## config.mk

```make
export PLATFORM = sky130hd
export DESIGN_NAME = alu_writeback_buffer
export DESIGN_NICKNAME = d
export VERILOG_FILES = /design/src/rtl/alu_writeback_buffer.sv
export SDC_FILE = /design/constraint.sdc
export NUM_CORES = 1
export LEC_CHECK = 0
export ABC_AREA = 1
export CAP_MARGIN = 20
export CORE_MARGIN = 1
export CORE_UTILIZATION = 25
export DETAILED_ROUTE_END_ITERATION = 8
export PLACE_DENSITY = 0.53
export SLEW_MARGIN = 20
export SYNTH_ARGS = -nofsm -noshare
export SYNTH_HDL_FRONTEND = slang
export SYNTH_SLANG_ARGS = --single-unit
```

## constraint.sdc

```tcl
create_clock -name clk -period 3.2 [get_ports clk]
set_input_delay 0.48 -clock clk [delete_from_list [all_inputs] [get_ports clk]]
set_output_delay 0.48 -clock clk [all_outputs]
set_load 0.02 [all_outputs]
```

## src/rtl/alu_writeback_buffer.sv

```systemverilog
// In-order writeback queue between the ALU and the register-file write port.
// Retires results under valid/ready, updates architectural flags, and serves operand forwarding.
module alu_writeback_buffer #(
  parameter int DATA_W = 8,
  parameter int ADDR_W = 3,
  parameter int DEPTH  = 2
) (
  input  logic                       clk,
  input  logic                       reset,
  input  logic                       res_valid,
  output logic                       res_ready,
  input  logic [DATA_W-1:0]          res_data,
  input  logic [ADDR_W-1:0]          res_dest,
  input  logic                       res_wen,
  input  logic                       res_carry,
  input  logic                       res_zero,
  output logic                       wb_valid,
  input  logic                       wb_ready,
  output logic [DATA_W-1:0]          wb_data,
  output logic [ADDR_W-1:0]          wb_dest,
  output logic                       wb_wen,
  output logic                       carry_flag,
  output logic                       zero_flag,
  input  logic [ADDR_W-1:0]          fwd_addr1,
  output logic                       fwd_hit1,
  output logic [DATA_W-1:0]          fwd_data1,
  input  logic [ADDR_W-1:0]          fwd_addr2,
  output logic                       fwd_hit2,
  output logic [DATA_W-1:0]          fwd_data2,
  output logic [$clog2(DEPTH):0]     count
);
  localparam int PTR_W = $clog2(DEPTH);
  localparam int CNT_W = $clog2(DEPTH) + 1;
  localparam int NPORT = 2;

  typedef struct packed {
    logic [DATA_W-1:0] data;
    logic [ADDR_W-1:0] dest;
    logic              wen;
    logic              carry;
    logic              zero;
  } entry_t;

  entry_t             mem [DEPTH];
  entry_t             wr_entry;
  entry_t             head;
  logic [PTR_W-1:0]   wr_ptr;
  logic [PTR_W-1:0]   rd_ptr;
  logic [CNT_W-1:0]   count_q;
  logic               push;
  logic               pop;

  assign res_ready = (count_q < CNT_W'(DEPTH));
  assign wb_valid  = (count_q != '0);
  assign push      = res_valid && res_ready;
  assign pop       = wb_valid && wb_ready;
  assign count     = count_q;

  assign wr_entry.data  = res_data;
  assign wr_entry.dest  = res_dest;
  assign wr_entry.wen   = res_wen;
  assign wr_entry.carry = res_carry;
  assign wr_entry.zero  = res_zero;

  assign head    = mem[rd_ptr];
  assign wb_data = head.data;
  assign wb_dest = head.dest;
  assign wb_wen  = head.wen;

  // Storage is deliberately not reset; occupancy alone decides what is valid.
  always_ff @(posedge clk) begin
    if (push) mem[wr_ptr] <= wr_entry;
  end

  always_ff @(posedge clk or posedge reset) begin
    if (reset) begin
      wr_ptr     <= '0;
      rd_ptr     <= '0;
      count_q    <= '0;
      carry_flag <= 1'b0;
      zero_flag  <= 1'b0;
    end else begin
      if (push) wr_ptr <= wr_ptr + PTR_W'(1);
      if (pop) begin
        rd_ptr     <= rd_ptr + PTR_W'(1);
        carry_flag <= head.carry;
        zero_flag  <= head.zero;
      end
      case ({push, pop})
        2'b10:   count_q <= count_q + CNT_W'(1);
        2'b01:   count_q <= count_q - CNT_W'(1);
        default: count_q <= count_q;
      endcase
    end
  end

  // Entries viewed oldest-first so the last match in the scan is the youngest.
  entry_t                          age_ent [DEPTH];
  logic [DEPTH-1:0]                age_vld;
  logic [NPORT-1:0][ADDR_W-1:0]    fwd_addr;
  logic [NPORT-1:0]                fwd_hit;
  logic [NPORT-1:0][DATA_W-1:0]    fwd_data;

  always_comb begin
    for (int a = 0; a < DEPTH; a++) begin
      age_ent[a] = mem[rd_ptr + PTR_W'(a)];
      age_vld[a] = (CNT_W'(a) < count_q);
    end
  end

  assign fwd_addr[0] = fwd_addr1;
  assign fwd_addr[1] = fwd_addr2;

  always_comb begin
    fwd_hit  = '0;
    fwd_data = '0;
    for (int p = 0; p < NPORT; p++) begin
      for (int a = 0; a < DEPTH; a++) begin
        if (age_vld[a] && age_ent[a].wen && (age_ent[a].dest == fwd_addr[p])) begin
          fwd_hit[p]  = 1'b1;
          fwd_data[p] = age_ent[a].data;
        end
      end
    end
  end

  assign fwd_hit1  = fwd_hit[0];
  assign fwd_data1 = fwd_data[0];
  assign fwd_hit2  = fwd_hit[1];
  assign fwd_data2 = fwd_data[1];

endmodule

```

==> flow_summary.json, run 1 <==
{
  "crit_type": "flop to output port",
  "grt_remaining_overflow": 0,
  "diodes": 0,
  "ctsHoldBuffers": 0,
  "yosysSeqAreaShare": 0.453,
  "via_count": 1823,
  "antenna_found_initial": 0,
  "h-tree-depth": 2,
  "routed.top_layer": "met4",
  "cts_sinks": 34,
  "viasPerCell": 4.33,
  "cts-root-buf": "clkbuf_8",
  "cts_tree": "built",
  "postSynth.asyncResetShare": 0.176,
  "fin_cells": 421,
  "drive_gt1_frac": 0.142,
  "num_io_pins": 60,
  "cts_resized": 0,
  "yosys_register_bits": 34,
  "synth_top_flop_cell": "edfxtp_1",
  "cts_buffers": 5,
  "hold_path.class": "input port to async pin",
  "yosysTopAreaCellShare": 0.384,
  "cp_num_buf_inv": 4,
  "crit_required_ns": 2.72,
  "yosysWarningCount": 0,
  "wire_per_inst_um": 12.9,
  "firstDrtPassIters": 4,
  "synth_nets": 288,
  "crit_path_max_fanout": 10,
  "synth_edf_count": 28,
  "powerDensity_nw_per_um2": 844,
  "arrival_ns": 2.44,
  "leakage_nw": 1.28,
  "setup_violations": 0,
  "synth_area_um2": 2190,
  "dr_wl_met3_um": 267,
  "period_share": 0.913,
  "routed_wl_mm": 5.43,
  "power_mw": 2.45,
  "fmax_mhz": 342,
  "post-cts-setup-buffer-count": 0,
  "die_h_um": 95.6,
  "synth.top_cells.by_area": "edfxtp_1, nand2_1, nand3_1",
  "crit_family": "buffers and inverters",
  "grt_pass1_vias": 1852,
  "die_x_um": 95.6,
  "slowest_delay_ns": 0.61,
  "cts_buffer_depth": 2,
  "rsz0062_at_grt": "false",
  "critical_path.cell_chain": "inv_1 > ha_1 > inv_1 > nand2_1 > nor2_4 > nand3_1 > nor2_2 > nand2_4 > inv_4 > nand2_1 > nand2_1 > clkdlybuf4s50_1",
  "place_hpwl_mm": 4.17,
  "ir_drop_uv": 276,
  "ys_types": 27,
  "max-slew-margin-rel": 0.547,
  "grt_max_degree": 20,
  "port_buffers": 59,
  "std_cell_rows": 33,
  "start_util": 0.262,
  "end_kind": "output port",
  "gp_congestion": 0.834,
  "post-place-cells": 413,
  "clock_skew_ns": 0.00438,
  "core_um2": 8340,
  "min_period_ns": 2.92,
  "place_ws_ns": 0.292,
  "setup_slack_ns": 0.277,
  "crit_top_cell": "nand2_1",
  "start_kind": "flop",
  "grt_pass1_wl_mm": 8.77,
  "grt_usage": 0.129,
  "maxCapViolCount": 0,
  "ant_nets": 0,
  "drtIter0Drc": 71,
  "final_nets": 342,
  "yosysMostFrequentCell": "nand2_1",
  "wl_met2_mm": 2.58,
  "drc": 0,
  "status": "finished, final reports clean",
  "n_fill_cell": 857,
  "yosysTopAreaCell": "edfxtp_1",
  "worstMarginPinSlew_ns": 0.677,
  "setup_tns_ns": 0,
  "slew_viol_final": 0,
  "dieArea_um2": 9130,
  "syn-instance-count": 261,
  "routedLengthMet1_mm": 2.50,
  "clk_pin_slew_worst_paths_ns": 0.07,
  "hold_viol": 0,
  "synthTopCellsByCount": "nand2_1, nand3_1, edfxtp_1, inv_1, o21ai_0",
  "area_delta_synth_final_pct": 32.8,
  "avgSynthCellArea_um2": 8.38,
  "cp_slowest_cell": "clkdlybuf4s50_1",
  "insertion_delay_ns": 0.28
}
## where the power goes
group / total (mW) / switching, mW / leakage [nW] / internal [mW]
Clock: 0.328 / 0.154 / 0.0482 / 0.174
Combinational: 1.46 / 0.900 / 0.898 / 0.562
Sequential: 0.664 / 0.0586 / 0.330 / 0.605
## layout by cell type, fill, tap and decap left out, types with 3 or more instances in the layout
cell type,instances
edfxtp_1,28
o21ai_2,7
buf_4,5
o21ai_0,15
nand2_2,10
dfrtp_1,6
nand3_1,42
nor2_4,4
inv_1,28
nand2_1,78
nor2_1,5
clkdlybuf4s50_1,59
clkbuf_8,6
nand2_4,3
ha_1,3
## path summary, 6_finish.rpt
path	endpoint	startpoint	slack [ns]	cells past startpoint
max in group asynchronous	rd_ptr	reset	2.59	2
max reg2reg	mem[1][5]	count[1]	1.37	4
max	fwd_data2[2]	count[1]	0.28	12
min in group clk	zero_flag	zero_flag	0.50	2
min reg2reg	zero_flag	zero_flag	0.50	2
min	carry_flag	reset	0.41	2
## through the flow
step | util | cell area [um2] | hold WS [ns]
3_5_place_dp | 0.338 | 2820 | 0.497
5_1_grt | 0.348 | 2910 | 0.430
4_1_cts | 0.348 | 2910 | 0.406
6_report | 0.348 | 2910 | 0.408
3_3_place_gp | 0.338 | 2820 | 0.498
2_1_floorplan | - | 2190 | 0.271
## registers in the layout (all words and copies together) (netlist names)
register    count
carry_flag      1
count           2
mem            28
rd_ptr          1
wr_ptr          1
zero_flag       1
## layer usage
metal / vias up / global-route usage
met5: - / 0
met3: 8 / 0.0279
li1: 950 / -
met2: 58 / 0.213
met1: 807 / 0.163
met4: 0 / 0.0535
## kinds of logic after synthesis
logic type | Yosys count | synth area share
buffers and inverters | 47 | 0.113
and+or+nand+nor | 148 | 0.330
AOI/OAI and AO/OA | 25 | 0.0709
xor gates and xnor gates | 4 | 0.0160
adders and majority gates | 3 | 0.0172
DFF | 34 | 0.453
## worst reg2reg max path: stages (launching register included)
cell and delay [ns]:
dfrtp_1 0.41, inv_1 0.12, nand2_1 0.14, nor2_1 0.55
buf_4 0.32
## layout make-up
cell class | instances | area (um2) | share of cell area
Sequential cell | 34 | 991 | 0.341
Clock buffer | 7 | 86.3 | 0.0297
Inverter | 30 | 115 | 0.0396
Tap cell | 105 | 131 | 0.0452
Multi-Input combinational cell | 180 | 950 | 0.327
Clock inverter | 1 | 5.00 | 0.00172
Timing Repair Buffer | 64 | 628 | 0.216
Power figures use the tool's default switching activity.
==> inputs of run 2 (changes only) <==
- PLACE_DENSITY: 0.53 -> 0.56
==> run 2 against run 1 <==
First-iteration DRC count increased by 62%. Power fell by 0.16%. Fmax decreased by 0.19%. Hold slack improved by 0.0012 ns. Clock skew rose by 0.0018 ns. Die area unchanged. Sequential cell count unchanged. Critical path type unchanged. Critical endpoint is now fwd_data2[3]. Largest cell class unchanged. Highest routed layer unchanged.
==> flow_summary.json, run 2 (same netlist as run 1, synthesis figures left out) <==
{
  "start_util": 0.262,
  "std_cell_rows": 33,
  "grt_max_degree": 20,
  "cts_tree": "built",
  "grt_pass1_wl_mm": 8.45,
  "crit_type": "flop to output port",
  "worstMarginPinSlew_ns": 0.612,
  "rsz0062_at_grt": "false",
  "post-cts-setup-buffer-count": 0,
  "hold_viol": 0,
  "cts_buffer_depth": 2,
  "whs_ns": 0.409,
  "dieArea_um2": 9130,
  "port_buffers": 59,
  "die_x_um": 95.6,
  "drive_gt1_frac": 0.142,
  "fmax_mhz": 341,
  "area_delta_synth_final_pct": 32.8,
  "layout_common_cells": "nand2_1, clkdlybuf4s50_1, nand3_1",
  "final_nets": 342,
  "crit_path_max_fanout": 12,
  "cts_sinks": 34,
  "core_um2": 8340,
  "maxCapViolCount": 0,
  "final_cell_area_um2": 2910,
  "setup_tns_ns": 0,
  "largest_register_ffs": 28,
  "cts_buffers": 5,
  "wire_per_inst_um": 12.6,
  "period_share": 0.915,
  "grt_usage": 0.124,
  "r2r_cells": 4,
  "drtIter0Drc": 115,
  "start_kind": "flop",
  "hold_path.class": "input port to async pin",
  "cts_resized": 0,
  "slew_viol_final": 0,
  "h-tree-depth": 2,
  "grt_pass1_vias": 1798,
  "routed_wl_mm": 5.32,
  "ant_nets": 0,
  "post_dp_cell_area_um2": 2820,
  "die_h_um": 95.6,
  "final_core_util": 0.348,
  "n_fill_cell": 867,
  "ctsHoldBuffers": 0,
  "rr_endpoint": "mem[1][9]",
  "grt_remaining_overflow": 0,
  "firstDrtPassIters": 4,
  "setup_violations": 0,
  "power_mw": 2.45,
  "arrival_ns": 2.45,
  "crit_required_ns": 2.72,
  "powerDensity_nw_per_um2": 843,
  "gp_congestion": 0.772,
  "diodes": 0,
  "final_common_cell": "nand2_1",
  "ir_drop_uv": 309,
  "leakage_nw": 1.28,
  "via_count": 1845,
  "min_period_ns": 2.93,
  "clock_skew_ns": 0.00620,
  "ff2ff_setup_slack_ns": 1.43,
  "drc": 0,
  "status": "finished, final reports clean",
  "clk_pin_slew_worst_paths_ns": 0.07,
  "num_io_pins": 60,
  "cts-root-buf": "clkbuf_8",
  "insertion_delay_ns": 0.29,
  "end_kind": "output port",
  "max-slew-margin-rel": 0.591,
  "top_register": "mem",
  "reg2reg_from": "count[1]",
  "place_hpwl_mm": 4.08,
  "viasPerCell": 4.38,
  "antenna_found_initial": 0
}
## run 2: critical path, cell delays in order (launching register included)
cell	delay, ns
dfrtp_1	0.40
inv_2	0.23
nand2_2	0.09
a21oi_2	0.22
nand3_1	0.17
nor2_4	0.23
nand3_1	0.11
nand2_1	0.10
clkdlybuf4s50_1	0.61
## run 2: per-layer routing
metal	vias to the layer above	part of all wire	global-route usage
met4	0	0.0086	0.0336
met2	39	0.49	0.214
met5	-	0	0
met1	850	0.46	0.157
li1	951	-	-
met3	5	0.040	0.0247
## run 2: how the worst max path moves through the flow
stage / end / slack, ns / start
detailed placement: fwd_hit1 / 0.35 / fwd_addr1[1]
global placement: fwd_data2[4] / 0.36 / fwd_addr2[0]
floorplan: fwd_data2[0] / 1.04 / count[1]
CTS: fwd_data2[3] / 0.26 / rd_ptr
finish: fwd_data2[3] / 0.27 / rd_ptr
global route: fwd_data2[3] / 0.08 / rd_ptr
## run 2: power breakdown
| part | internal (mW) | switching, mW | total [mW] |
|---|---|---|---|
| sequential | 0.605 | 0.0591 | 0.664 |
| combinational | 0.562 | 0.899 | 1.46 |
| clock | 0.173 | 0.151 | 0.324 |
| total | 1.34 | 1.11 | 2.45 |
## run 2: layout make-up
class | instances | area, um2 | area share
flip-flops and latches | 34 | 991 | 0.341
clock buffers | 7 | 86.3 | 0.0297
inverters | 30 | 115 | 0.0396
multi-input cells | 180 | 950 | 0.327
clock inverters | 1 | 5.00 | 0.00172
well taps | 105 | 131 | 0.0452
repair buffers | 64 | 628 | 0.216
## run 2: through the flow
step                std cells  setup slack [ns]
floorplan                 261              1.04
global placement          413             0.363
detailed placement        413             0.353
CTS                       421             0.258
global route              421            0.0755
finish                    421             0.271
